## src/rtl/frame_payload_capture.sv

```systemverilog
// Captures PAYLOAD_BITS serial bits MSB-first after each header match from the
// detector and presents them on a valid/ready port with a frame counter and overrun flag.
module frame_payload_capture #(
   parameter int PAYLOAD_BITS = 8,
   parameter int CNT_WIDTH    = 8
) (
   input  logic                    clk,
   input  logic                    async_reset_n,
   input  logic                    in_stream,
   input  logic                    detect,
   output logic [PAYLOAD_BITS-1:0] data_out,
   output logic                    data_valid,
   input  logic                    data_ready,
   output logic [CNT_WIDTH-1:0]    frame_count,
   output logic                    overrun,
   output logic                    busy
);

   localparam int BIT_CNT_W = (PAYLOAD_BITS > 2) ? $clog2(PAYLOAD_BITS) : 1;
   localparam logic [BIT_CNT_W-1:0] LAST_BIT = BIT_CNT_W'(PAYLOAD_BITS - 1);

   typedef enum logic {
      IDLE,
      CAPTURE
   } state_t;

   state_t                  state;
   logic [PAYLOAD_BITS-2:0] shift_reg;
   logic [BIT_CNT_W-1:0]    bit_cnt;
   logic [PAYLOAD_BITS-1:0] word_next;
   logic                    out_free;

   // The incoming bit completes the word on the final capture edge.
   assign word_next = {shift_reg, in_stream};
   assign out_free  = !data_valid || data_ready;

   always_ff @(posedge clk or negedge async_reset_n) begin
      if (!async_reset_n) begin
         state       <= IDLE;
         shift_reg   <= '0;
         bit_cnt     <= '0;
         data_out    <= '0;
         data_valid  <= 1'b0;
         frame_count <= '0;
         overrun     <= 1'b0;
         busy        <= 1'b0;
      end else begin
         if (data_valid && data_ready) begin
            data_valid <= 1'b0;
         end

         case (state)
            IDLE: begin
               if (detect) begin
                  state   <= CAPTURE;
                  busy    <= 1'b1;
                  bit_cnt <= '0;
               end
            end

            CAPTURE: begin
               shift_reg <= word_next[PAYLOAD_BITS-2:0];
               bit_cnt   <= bit_cnt + BIT_CNT_W'(1);
               // detect is deliberately ignored here so payload bits that look like a header never nest.
               if (bit_cnt == LAST_BIT) begin
                  state   <= IDLE;
                  busy    <= 1'b0;
                  bit_cnt <= '0;
                  if (out_free) begin
                     data_out    <= word_next;
                     data_valid  <= 1'b1;
                     frame_count <= frame_count + CNT_WIDTH'(1);
                  end else begin
                     overrun <= 1'b1;
                  end
               end
            end

            default: begin
               state <= IDLE;
               busy  <= 1'b0;
            end
         endcase
      end
   end

endmodule
```

## config.mk

```make
export PLATFORM = sky130hd
export DESIGN_NAME = frame_payload_capture
export DESIGN_NICKNAME = d
export VERILOG_FILES = /design/src/rtl/frame_payload_capture.sv
export SDC_FILE = /design/constraint.sdc
export NUM_CORES = 1
export LEC_CHECK = 0
export CAP_MARGIN = 20
export CORE_UTILIZATION = 40
export DETAILED_ROUTE_END_ITERATION = 8
export PLACE_DENSITY = 0.61
export SLEW_MARGIN = 20
export SYNTH_ARGS = -nofsm -noshare
export SYNTH_HDL_FRONTEND = slang
export SYNTH_SLANG_ARGS = --single-unit
```

## constraint.sdc

```tcl
create_clock -name clk -period 3.2 [get_ports clk]
set_clock_uncertainty 0.15 [all_clocks]
set_input_delay 0.64 -clock clk [delete_from_list [all_inputs] [get_ports clk]]
set_output_delay 0.64 -clock clk [all_outputs]
set_load 0.005 [all_outputs]
```

==> results.cfg <==
[status]
status = completed

[sta]
worstMarginPinSlew_ns = 0.626
final-hold-violation-count = 0
fmax_mhz = 464
drv_slew = 0
min_period_ns = 2.15
relSlewSlack = 0.582
fin_ws_ns = 1.05
period_share = 0.673
setup-tns-final_ns = 0
setup_viol = 0
rsz0062_at_grt = no
fin_hold_ws_ns = 0.320

[synthesis]
synthTopCellsByArea = dfrtp_1 (59%), mux2_2 (8.9%), mux2_1 (5.3%), ha_1 (4.0%), xnor2_1 (3.5%)
synthXorXnorAreaFrac = 0.0543
synthSimpleGateAreaFrac = 0.102
synth_cells = 87
ys_ff_latch = 30
synth-adder-area-share = 0.0395
muxShareOfSynthArea = 0.150
synth_compound_area_frac = 0.0336
synth_area_sq_mm = 0.00127
yosysWarnings = 0
synth_nets = 96
synth_top_area_share = 0.593
synth_edf_count = 0
avgSynthCellArea_sq_um = 14.6
synthArstFlopShare = 1.00
seq_area_frac_synth = 0.593
yosysTopAreaCell = dfrtp_1
synth_top_family_by_area = multiplexers
synthFlopType = dfrtp_1
synthDistinctLibCells = 29

[die]
core-area_sq_mm = 0.00303
io_pins = 24
die_x_microns = 58.3
num_rows = 20
start_util = 0.418
die-area_sq_mm = 0.00339
fp.dieH_microns = 58.3

[detailed_routing]
ant_nets = 0
wl_per_cell_microns = 12.3
routed_wl_microns = 1960
post_drt_via_cell_ratio = 4.63
initialDrtViolationCount = 25
first_pass_iters = 4
vias = 740
drc = 0

[clock_network]
cts_made_buffers = 5
clockBufferDepth = 2
clk_pin_slew_worst_paths_ns = 0.09
cts_sinks = 30
cts-root-buf = clkbuf_4
cts-resized-gates = 0
postCtsHoldBufs = 0
clock_latency_ns = 0.33
post_cts_buffers = 0
cts_tree = yes
cts_max_level = 2

[grt]
grt_pass1_vias = 728
grt-ovfl-total = 0
track_usage = 0.143
grt_max_degree = 31
antenna_found_initial = 0
grt_pass1_wl_microns = 3440

[critical_path]
crit_arrival_ns = 1.36
cp_num_buf_inv = 1
cp-end-kind = output pin
cp_max_fo = 5
cp_slowest_stage_delay_ns = 0.55
slowest_stage = clkdlybuf4s50_1
critPathRequiredTime_ns = 2.41
start_kind = flip-flop
crit_type = flip-flop to output pin
crit_family = buffers and inverters
crit_chain = clkdlybuf4s50_1

[placed_design]
gp_congestion = 0.665
hpwl_microns = 1400
dp_slack_ns = 0.949
io_buffers = 23
dp_cells = 152

[power_and_ir_drop]
power_density_mw_per_mm2 = 923
ir_drop_mv = 0.421
leakagePower_uw = 0.000713

[min_path]
worstHoldPathType = flip-flop to flip-flop

[cells_and_area]
area.growth.synth_to_final_pct = 27.4
drive_gt1_frac = 0.233
final_cell_mix = dfrtp_1 (30), clkdlybuf4s50_1 (23), mux2_2 (10)
nets = 124
antenna_cells = 0
mostFrequentLayoutCell = dfrtp_1
final_core_util = 0.533
layoutNonFillerInstCount = 160

[run]
maxCapViolCount = 0
metal layers:
layer | global-route usage | routed length [microns] | vias to the layer above
met5 | 0 | 0 | -
li1 | - | - | 354
met1 | 0.178 | 922 | 360
met3 | 0.0469 | 88 | 8
met2 | 0.205 | 876 | 18
met4 | 0.112 | 73 | 0
synth_stat cells (2+ instances only):
cell type	count
nand2_1	4
mux2_1	6
xnor2_1	5
ha_1	4
dfrtp_1	30
nand3_1	2
o22ai_1	2
nor2_1	2
inv_1	3
mux2_2	10
where the power goes:
group          internal, uW  total [uW]  switching, uW
Combinational           341         509            169
Sequential              542         689            147
Clock                   162         291            129
stage by stage:
stage	area, sq um	total power, uW
6_report	1610	1490
5_1_grt	1610	1600
4_1_cts	1610	1510
3_5_place_dp	1540	1220
3_3_place_gp	1540	1200
2_1_floorplan	1270	974
area by class of cell:
class / count / area, sq um
repair buffers: 24 / 238
multi-input cells: 51 / 480
clock buffers: 5 / 37.5
clock inverters: 3 / 40.0
flip-flops and latches: 30 / 751
fillers: 269 / 1420
inverters: 3 / 11.3
well taps: 44 / 55.1
kinds of logic (layout without fill, tap and decap cells):
logic type / count (synthesis) / count (layout)
mux: 17 / 17
xor+xnor: 7 / 7
fa+ha+maj: 4 / 4
compound gates: 6 / 6
buf+inv: 6 / 35
flops: 30 / 30
simple gates: 17 / 17
path summary, 6_finish.rpt:
check	cells after the start	slack, ns	startpoint	to
setup / recovery	1	1.05	frame_count[2]$_DFFE_PN0P_	frame_count[2]
hold / removal	1	0.32	frame_count[7]$_DFFE_PN0P_	frame_count[7]$_DFFE_PN0P_
setup reg to reg	5	1.28	bit_cnt[0]$_DFFE_PN0P_	frame_count[1]$_DFFE_PN0P_
hold reg to reg	1	0.32	frame_count[7]$_DFFE_PN0P_	frame_count[7]$_DFFE_PN0P_
max in group asynchronous	2	2.10	async_reset_n	shift_reg[5]$_DFFE_PN0P_
min in group asynchronous	2	0.53	async_reset_n	frame_count[4]$_DFFE_PN0P_
Note: power is estimated with default switching activity, not from simulation.
